===== src/rtl/ask_sym_src.sv =====
// 4-ASK test-stimulus source: PRBS-driven Gray-mapped symbols, upsampled to sample rate,
// with zero-stuff, hold, periodic-impulse and silence modes.
module ask_sym_src #(
  parameter int unsigned              WIDTH      = 18,
  parameter logic [21:0]              SEED       = 22'h3FFFFF,
  parameter logic signed [WIDTH-1:0]  MAG_HI     = 18'sd98303,
  parameter logic signed [WIDTH-1:0]  MAG_LO     = 18'sd32768,
  parameter logic signed [WIDTH-1:0]  IMP_AMP    = 18'sd98303,
  parameter int unsigned              IMP_PERIOD = 64
) (
  input  logic                     sys_clk,
  input  logic                     reset,
  input  logic                     sam_clk_en,
  input  logic                     sym_clk_en,
  input  logic [1:0]               mode,
  output logic signed [WIDTH-1:0]  x_out,
  output logic [1:0]               sym_out,
  output logic                     sym_valid
);

  localparam int unsigned    CW   = (IMP_PERIOD > 2) ? $clog2(IMP_PERIOD) : 1;
  localparam logic [CW-1:0]  LAST = CW'(IMP_PERIOD - 1);

  typedef enum logic [1:0] {IDLE, PULSE, GAP} state_t;

  state_t                   r_state;
  logic [21:0]              r_lfsr;
  logic [1:0]               r_mode;
  logic [CW-1:0]            r_imp_cnt;
  logic signed [WIDTH-1:0]  r_x;
  logic [1:0]               r_sym;
  logic                     r_valid;

  logic                     w_sym_tick;
  logic                     w_fb1;
  logic                     w_fb2;
  logic [1:0]               w_mode_eff;
  logic signed [WIDTH-1:0]  w_level;

  assign w_sym_tick = sam_clk_en & sym_clk_en;
  // Two Fibonacci steps folded into one: second feedback taps are the first taps shifted by one.
  assign w_fb1      = r_lfsr[21] ^ r_lfsr[20];
  assign w_fb2      = r_lfsr[20] ^ r_lfsr[19];
  // The mode being latched on this tick already governs this tick's sample.
  assign w_mode_eff = w_sym_tick ? mode : r_mode;

  always_comb begin
    w_level = '0;
    unique case ({w_fb1, w_fb2})
      2'b00: w_level = -MAG_HI;
      2'b01: w_level = -MAG_LO;
      2'b11: w_level =  MAG_LO;
      2'b10: w_level =  MAG_HI;
    endcase
  end

  always_ff @(posedge sys_clk or posedge reset) begin
    if (reset) begin
      r_state   <= IDLE;
      r_lfsr    <= SEED;
      r_mode    <= 2'd0;
      r_imp_cnt <= '0;
      r_x       <= '0;
      r_sym     <= 2'b00;
      r_valid   <= 1'b0;
    end else begin
      r_valid <= 1'b0;
      if (sam_clk_en) begin
        if (sym_clk_en) begin
          r_mode  <= mode;
          r_lfsr  <= {r_lfsr[19:0], w_fb1, w_fb2};
          r_sym   <= {w_fb1, w_fb2};
          r_valid <= 1'b1;
        end
        unique case (w_mode_eff)
          2'd0: r_x <= sym_clk_en ? w_level : '0;
          2'd1: if (sym_clk_en) r_x <= w_level;
          2'd2: begin
            // IDLE means we just entered impulse mode: fire immediately and restart the period.
            if (r_state == IDLE || r_imp_cnt == LAST) begin
              r_state   <= PULSE;
              r_imp_cnt <= '0;
              r_x       <= IMP_AMP;
            end else begin
              r_state   <= GAP;
              r_imp_cnt <= r_imp_cnt + CW'(1);
              r_x       <= '0;
            end
          end
          default: r_x <= '0;
        endcase
        if (w_mode_eff != 2'd2) begin
          r_state   <= IDLE;
          r_imp_cnt <= '0;
        end
      end
    end
  end

  assign x_out     = r_x;
  assign sym_out   = r_sym;
  assign sym_valid = r_valid;

endmodule


===== config.mk =====
export PLATFORM = sky130hd
export DESIGN_NAME = ask_sym_src
export DESIGN_NICKNAME = d
export VERILOG_FILES = /design/src/rtl/ask_sym_src.sv
export SDC_FILE = /design/constraint.sdc
export NUM_CORES = 1
export LEC_CHECK = 0
export ABC_AREA = 1
export BUFFER_PORTS_ARGS = -buffer_cell sky130_fd_sc_hd__buf_2
export CAP_MARGIN = 20
export CORE_MARGIN = 4
export CORE_UTILIZATION = 30
export DETAILED_ROUTE_END_ITERATION = 8
export GPL_TIMING_DRIVEN = 0
export PLACE_DENSITY_LB_ADDON = 0.15
export SYNTH_ARGS = -nofsm -noshare
export SYNTH_HDL_FRONTEND = slang
export SYNTH_SLANG_ARGS = --single-unit

===== constraint.sdc =====
create_clock -name sys_clk -period 1.5 [get_ports sys_clk]
set_input_delay 0.225 -clock sys_clk [delete_from_list [all_inputs] [get_ports sys_clk]]
set_output_delay 0.225 -clock sys_clk [all_outputs]
set_load 0.03 [all_outputs]

=== Yosys cells after proc, flatten, opt, wreduce, memory -nomap -nowiden ===
Index checks and enable logic that the tools add are counted.

* Muxes and demuxes: 14
* Equal/unequal tests: 8
* Shifts and indexed selects: 0
* Bitwise gates (word level): 3
* $lt $le $gt $ge: 0
* $mul: 0
* Reduce and logical (&&, ||, !) cells: 8
* Divide/modulo/power cells: 0
* Add/sub/neg operators: 1

{| class="wikitable"
|+ Operators by type and width
! kind !! number
|-
| $pmux 18 s4 || 1
|-
| $pmux 18 s3 || 1
|-
| $mux 18 || 2
|-
| $mux 6 || 3
|-
| $mux 17 || 1
|-
| $mux 2 || 4
|-
| $add 6x1->6 const B || 1
|-
| $eq 2x2->1 const B || 3
|-
| $eq 6x6->1 const B || 1
|-
| $logic_not 2->1 || 3
|-
| $reduce_and 2->1 || 3
|-
| $eq 2x1->1 const B || 2
|-
| $ne 2x2->1 const B || 2
|-
| $mux 1 || 2
|-
| $reduce_bool 2->1 || 1
|-
| $xor 1x1->1 || 2
|-
| $and 1x1->1 || 1
|-
| $logic_or 1x1->1 || 1
|}

* ROM bits: 0
* Word-level logic and storage cells: 41
* Bits in registers: 53
* Memories: 0
* Bits of input ports: 6
* Output and inout bits: 21
* Bits in latches: 0
* RAM bits: 0

=== Depth between registers and ports, before layout ===
Gate-level depths: netlist (run 1).

* Word-level depth: 5
* Mapped depth: 8
* Mapped depth without buffers: 8

=== Worst setup path before layout (run 1) ===
No wires, ideal clock.

* Path type: register to register
* Start point: register r_lfsr[20]
* End point: register r_x[16], in the netlist x_out[16]
* Stages on the path, launching flop included: 7
* Library setup time: 0.065 ns
* Data required time: 1.435 ns
* Data arrival time: 1.341 ns
* Setup slack: 0.094 ns
* Period minus slack after synthesis: 1.406 ns
* Buffers on the path: 0
* Cells stage by stage: dfstp_2 -> xor2_1 -> ha_1 -> nand3b_1 -> nand2_1 -> nand2_1 -> nand2_1

* Longest elaborated chain between the ends: 5
* Elaborated cells between the ends (all ways): 10
* Classes of those cells: 3 x eq/ne; 4 x mux; 2 x bitwise; 1 x reduce/logical

{| class="wikitable"
|+ RTL lines
! what !! line !! text
|-
| from (decl) || 27 || <nowiki>logic [21:0] r_lfsr;</nowiki>
|-
| from (signal assigned) || 71 || <nowiki>r_lfsr <= {r_lfsr[19:0], w_fb1, w_fb2};</nowiki>
|-
| $xor 1x1->1 (*) || 42 || <nowiki>assign w_fb1 = r_lfsr[21] ^ r_lfsr[20];</nowiki>
|-
| net w_fb1 || 35 || <nowiki>logic w_fb1;</nowiki>
|-
| $eq 2x2->1 (tied with other cells) || 49 || <nowiki>unique case ({w_fb1, w_fb2})</nowiki>
|-
| $pmux 18 s4 (*) || 49 ||
|-
| $mux 18 (on tied branches) || 77, 76 ||
|-
| $pmux 18 s3 (*) || 75 || <nowiki>unique case (w_mode_eff)</nowiki>
|-
| to (signal assigned) || 76 || <nowiki>2'd0: r_x <= sym_clk_en ? w_level : '0;</nowiki>
|-
| to (signal assigned) || 77 || <nowiki>2'd1: if (sym_clk_en) r_x <= w_level;</nowiki>
|-
| to (decl) || 30 || <nowiki>logic signed [WIDTH-1:0] r_x;</nowiki>
|}

Mark *: on every way through the listed nets, which the timed path passes. The rest lies on a longest branch. The select of a mux whose other input is x is not followed.
A chain may end at the register's enable or synchronous reset.

=== Worst setup path after layout (run 1) ===
Same ends and word-level chain as after synthesis.

==> results of run 1 <==
layer usage:
metal / wire, um / share of wire (%) / up-vias / track usage [%]
met1: 1660 / 48 / 634 / 13.4
met2: 1580 / 46 / 19 / 16.4
met5: 0 / 0 / - / 0
li1: - / - / 714 / -
met3: 159 / 4.6 / 6 / 3.22
met4: 56 / 1.6 / 0 / 3.49
cells in the final DEF, fill, tap and decap left out, types with 2 or more instances in the layout:
master and count:
nand3_1 8, o21ai_1 22, nand3b_1 2, dfrtp_1 17
inv_1 19, buf_2 29, nand2_1 78, nor2_1 6
dfstp_2 22, xor2_1 3, clkbuf_1 2, buf_4 15
clkbuf_8 5, nand2_2 4, ha_1 2, inv_2 3
worst max-delay path, cell delays in order (launching register included):
cell	delay, ps
dfstp_2	620
xor2_4	220
ha_4	220
nand3b_1	140
nand2_1	70
nand2_1	50
nand2_1	50
final timing paths:
path                                             start                      to  slack [ps]  cells past startpoint
worst max register to register  r_lfsr[20]$_DFFE_PP1N_   x_out[16]$_DFFE_PP0P_          80                      6
worst max-delay path            r_lfsr[20]$_DFFE_PP1N_   x_out[16]$_DFFE_PP0P_          80                      6
min in group sys_clk                           mode[1]   r_mode[1]$_DFFE_PP0N_         250                      3
worst min register to register  r_lfsr[18]$_DFFE_PP1N_  r_lfsr[20]$_DFFE_PP1N_         450                      2
worst min-delay path                             reset   x_out[17]$_DFFE_PP0P_         100                      2
max in group asynchronous                        reset   x_out[14]$_DFFE_PP0P_         850                      2
power by group through the flow:
| stage | combinational [uW] | clock (uW) | sequential [uW] |
|---|---|---|---|
| after floorplan | 723 | 0 | 1630 |
| after global placement | 1080 | 0 | 1530 |
| after detailed placement | 1080 | 0 | 1540 |
| after CTS | 1090 | 1000 | 1520 |
| after global routing | 1280 | 1060 | 1570 |
| final | 1140 | 963 | 1530 |
flip-flops by register name, indices dropped and copies added, names as in the netlist:
register   count
r_lfsr        22
r_imp_cnt      6
x_out          5
r_mode         2
r_state        2
sym_out        2
sym_valid      1
through the flow:
step | TNS [ps] | hold slack, ps | setup WS, ps | std cells
3_3_place_gp | -4380 | 457 | -243 | 315
2_1_floorplan | 0 | 393 | 93.7 | 214
6_report | 0 | 97.4 | 80.1 | 325
3_5_place_dp | -33.5 | 450 | -33.5 | 315
4_1_cts | 0 | 129 | 50.8 | 323
5_1_grt | -9.08 | 170 | -9.08 | 325
kinds of logic (layout without fill, tap and decap cells):
family          Yosys count  after routing  synth area share (%)
simple gates            102            102                  22.7
flops                    40             40                  54.5
buf+inv                  40             76                  11.1
compound gates           24             24                  7.29
xor+xnor                  5              5                  2.32
fa+ha+maj                 3              3                  1.99
area by class of cell:
cell class                      instances  area share [%]
Buffer                                 18            5.55
Tap cell                               75            4.08
Multi-Input combinational cell        134            30.2
Inverter                               22            3.59
Sequential cell                        40            44.8
Clock buffer                            7            4.24
Clock inverter                          1            1.31
Timing Repair Buffer                   28            6.31
what timing repair did:
item	4_1_cts	5_1_grt
resized for setup	2	4
hold endpoints to repair	0	0
pin swaps	0	2
cloned	0	0
setup endpoints to repair	14	2
setup buffers	0	2
==> impl_metrics.csv, run 1 <==
group,metric,value,unit
place,place.gp.congestion,0.720,
sta,max_freq,0.704,GHz
hold_path,hold_class,"input pin to asynchronous set/reset pin",
power_and_ir_drop,clkPwrFrac,26.5,%
clock_network,cts_buffers,5,
synth,yosysSeqAreaShare,54.5,%
clock_network,clockBufferDepth,2,
floorplanning,fp-row-count,28,
setup_path,crit_required,1740,ps
sta,setup_viol,0,
final_layout,antenna_cells,0,
sta,fin_crit_sh,94.7,%
drt,drc_errors,0,
setup_path,end_kind,"flop",
synth,netlist.area_leader.share,30.6,%
sta,maxSlewHeadroom,45.5,%
synth,ys_warn_count,0,
drt,dr.pass1.iters,4,
final_layout,n_fill_cell,616,
run,max_cap_violations,0,
sta,slew_violations,0,
grt,grt_pass1_wl,6140,um
clock_network,htreeDepth,2,
synth,synth_area,0.00189,mm2
grt,antenna_found_initial,0,
power_and_ir_drop,fin_total_pwr,3630,uW
grt,grt_pass1_vias,1319,
synth,netlist.top_cell.by_area,"dfstp_2",
power_and_ir_drop,p_per_area,1580,mW/mm2
setup_path,path_max_fanout,4,
power_and_ir_drop,p_leak,0.00116,uW
power_and_ir_drop,swShare,32.7,%
drt,ant_nets,0,
place,place_hpwl,2350,um
sta,finClkSkew,11.9,ps
final_layout,syn2layout_area_growth,21.9,%
grt,gr-total-overflow,0,
floorplanning,die_h,87.3,um
sta,finalCriticalPeriod,1420,ps
final_layout,drive_above_1_share,36.0,%
drt,vias_per_cell,4.22,
place,placed_area,0.00211,mm2
synth,ys_async_sr_fraction,100,%
drt,wire_per_inst,10.6,um
drt,drt-initial-drc-count,26,
place,portBuffers,26,
synth,synth_cell_types,23,
power_and_ir_drop,p_comb_share,31.4,%
floorplanning,num_io_pins,27,
final_layout,multiInputGateArea,694,um2
synth,synth.avg_cell_area,8.82,um2
synth,yosys-top-cells-count,"78 x nand2_1, 22 x dfstp_2, 22 x o21ai_1, 20 x inv_1, 18 x dfrtp_1",
setup_path,worst-setup-path-type,"flop to flop",
grt,grt_max_degree,41,
floorplanning,start_util,31.3,%
final_layout,fin_util,38.2,%
clock_network,clk-insertion-delay-late,290,ps
power_and_ir_drop,max-vdd-ir-drop,0.000764,V
power_and_ir_drop,switching_power,1190,uW
synth,ys_ff_latch,40,
power_and_ir_drop,power.internal,2440,uW
floorplanning,die_w,87.3,um
power_and_ir_drop,power.share.sequential,42.1,%
final_layout,seq_area,0.00103,mm2
drt,wl,3450,um
clock_network,clk_pin_slew,80,ps
setup_path,critPathArrivalTime,1660,ps
outcome,status,"finished clean",
grt,grtUsageTotal,10.4,%
floorplanning,coreArea,0.00603,mm2
floorplanning,die-area,0.00762,mm2
final_layout,final_nets,258,
clock_network,cts-root-buf,"clkbuf_8",
sta,max_slew.worst_pin.slew,816,ps
synth,synth-edff-count,0,
synth,synthFlopType,"dfstp_2",
final_layout,final_area,0.00230,mm2
sta,final-hold-violation-count,0,
clock_network,postCtsHoldBufs,0,
synth,syn_nets,223,
drt,dr_total_vias,1373,
setup_path,critPathLaunchType,"flop",
synth,syn_inst,214,
clock_network,numClockSinks,40,
synth,yosysMostFrequentCell,"nand2_1",
synth,synth_area_leaders,"dfstp_2 31%, dfrtp_1 24%, nand2_1 16%",
clock_network,cts_tree,"done",
(Power assumes the default switching activity.)
==> run 2, diff against run 1 <==
ABC_AREA = not set   (was 1)
==> impl_metrics.csv, run 2 <==
group,metric,value,unit
outcome,status,"finished clean",
final_layout,n_fill_cell,608,
power_and_ir_drop,power.internal,2060,uW
power_and_ir_drop,switching_power,1050,uW
final_layout,drive_above_1_share,38.9,%
power_and_ir_drop,swShare,33.8,%
power_and_ir_drop,clkPwrFrac,21.7,%
place,place.gp.congestion,0.813,
sta,finClkSkew,8.48,ps
drt,wire_per_inst,11.6,um
final_layout,largest_register_ffs,22,
synth,netlist.top_cell.by_area,"dfstp_2",
floorplanning,die_w,86.2,um
place,dp.cells,286,
sta,setup_viol,0,
clock_network,cts_tree,"done",
sta,final-hold-violation-count,0,
setup_path,critPathArrivalTime,1580,ps
synth,syn_inst,186,
final_layout,fin_util,37.2,%
setup_path,timing.reg2reg.worst_path_depth,5,
power_and_ir_drop,p_per_area,1420,mW/mm2
power_and_ir_drop,power.share.sequential,47.8,%
synth,ys_warn_count,0,
setup_path,path_max_fanout,5,
synth,synth_area,0.00183,mm2
synth,synthFlopType,"dfstp_2",
power_and_ir_drop,p_comb_share,30.5,%
synth,yosysSeqAreaShare,56.1,%
place,place_hpwl,2370,um
floorplanning,coreArea,0.00592,mm2
sta,max_freq,0.713,GHz
grt,grtUsageTotal,10.3,%
clock_network,cts-root-buf,"clkbuf_8",
grt,gr-total-overflow,0,
synth,yosys-top-cells-count,"72 x nand2_1, 22 x dfstp_2, 18 x dfrtp_1, 15 x buf_4, 7 x inv_1",
sta,slew_violations,0,
sta,setup_tns,0,ps
synth,netlist.area_leader.share,31.5,%
synth,ys_async_sr_fraction,100,%
setup_path,r2r-start,"r_imp_cnt[0]$_DFFE_PP0P_",
grt,grt_pass1_vias,1253,
floorplanning,start_util,31.0,%
grt,antenna_found_initial,0,
clock_network,htreeDepth,2,
clock_network,clk-insertion-delay-late,280,ps
final_layout,final_common_cell,"nand2_1",
final_layout,antenna_cells,0,
drt,dr.pass1.iters,4,
sta,fin_crit_sh,93.6,%
setup_path,end_kind,"flop",
setup_path,critPathLaunchType,"flop",
power_and_ir_drop,fin_total_pwr,3120,uW
synth,synth_cell_types,35,
sta,finalCriticalPeriod,1400,ps
drt,drc_errors,0,
synth,syn_nets,195,
run,max_cap_violations,0,
setup_path,rrSetupSlack,100,ps
sta,rsz0062_at_grt,"false",
grt,grt_max_degree,41,
sta,max_slew.worst_pin.slew,803,ps
synth,yosysMostFrequentCell,"nand2_1",
synth,synth_area_leaders,"dfstp_2 32%, dfrtp_1 25%, nand2_1 15%",
synth,synth.avg_cell_area,9.85,um2
synth,ys_ff_latch,40,
floorplanning,die_h,86.2,um
final_layout,regMostFlops,"r_lfsr",
clock_network,numClockSinks,40,
floorplanning,num_io_pins,27,
setup_path,r2r_end,"x_out[0]$_DFFE_PP0P_",
final_layout,final_nets,229,
final_layout,syn2layout_area_growth,20.0,%
drt,wl,3440,um
drt,dr_total_vias,1297,
power_and_ir_drop,p_leak,0.00104,uW
synth,synth-edff-count,0,
setup_path,crit_required,1670,ps
power_and_ir_drop,max-vdd-ir-drop,0.000591,V
drt,ant_nets,0,
final_layout,final_cell_mix,"72 x nand2_1, 26 x buf_2, 22 x dfstp_2",
drt,vias_per_cell,4.38,
floorplanning,fp-row-count,28,
clock_network,postCtsHoldBufs,0,
grt,grt_pass1_wl,6090,um
sta,maxSlewHeadroom,46.4,%
place,portBuffers,25,
final_layout,fin_cells,296,
drt,drt-initial-drc-count,46,
setup_path,worst-setup-path-type,"flop to flop",
clock_network,cts_buffers,5,
hold_path,hold_class,"input pin to asynchronous set/reset pin",
clock_network,clk_pin_slew,70,ps
floorplanning,die-area,0.00742,mm2
clock_network,clockBufferDepth,2,
run 2: cell types whose count changed in the layout (fill, tap and decap cells not counted), sizes merged, moves of 4 or more:
cell,change
a31oi,+4
inv,-13
nand2,-9
nand3,-5
nor2,-5
o21a,+4
o21ai,-17
o31ai,+4
run 2: worst max path at each step:
stage | start | endpoint | slack (ps)
after floorplan | r_imp_cnt[0]$_DFFE_PP0P_ | x_out[0]$_DFFE_PP0P_ | 10
after global placement | reset | x_out[16]$_DFFE_PP0P_ | -240
after detailed placement | r_imp_cnt[0]$_DFFE_PP0P_ | x_out[0]$_DFFE_PP0P_ | -100
after CTS | x_out[14]$_DFFE_PP0P_ | x_out[12] | 2
after global routing | r_imp_cnt[0]$_DFFE_PP0P_ | x_out[14]$_DFFE_PP0P_ | 30
final | r_imp_cnt[0]$_DFFE_PP0P_ | x_out[0]$_DFFE_PP0P_ | 100
run 2: layer usage:
layer	GRT usage, %	vias to the layer above	share of wire, %
met3	3.17	4	6.6
li1	-	661	-
met2	14.9	30	43
met1	14.7	602	49
met5	0	-	0
met4	3.45	0	1.0
run 2: worst max-delay path, cell delays in order (launching register included):
cell,delay (ps)
dfrtp_1,410
ha_2,230
nand3_4,120
a2bb2oi_4,220
nor2b_4,60
a221o_1,260
run 2: cells by family after synthesis:
group           after synthesis  synth area share, %
buf+inv                      28                 9.28
xor+xnor                      2                0.956
fa+ha+maj                     3                 2.05
compound gates               24                 10.4
simple gates                 87                 20.1
flops                        40                 56.1
mux                           2                 1.09
run 2: power groups by stage:
stage	clock network [uW]	registers, uW	logic (uW)
2_1_floorplan	0	1570	602
3_3_place_gp	0	1500	907
3_5_place_dp	0	1500	912
4_1_cts	714	1490	951
5_1_grt	761	1530	1040
6_report	677	1490	949
run 2: cell type report:
type,instances,area (um2),area share [%]
Sequential cell,40,1030,46.8
Multi-Input combinational cell,119,693,31.5
Buffer,19,136,6.20
Timing Repair Buffer,26,133,6.03
Tap cell,75,93.8,4.27
Clock buffer,8,80.1,3.64
Inverter,9,33.8,1.54
run 2: per-stage QoR:
stage          cell area [um2]  hold slack, ps  setup WS (ps)
2_1_floorplan             1830             324           14.6
3_3_place_gp              2050             442           -242
3_5_place_dp              2050             442           -105
4_1_cts                   2180             136           1.68
5_1_grt                   2200             173           25.9
6_report                  2200            91.8           96.7
run 2: what timing repair did:
item | CTS | global route
gates resized for setup | 3 | 5
setup buffers | 1 | 0
setup endpoints to repair | 10 | 19
gates cloned | 1 | 0
pin swaps | 2 | 1
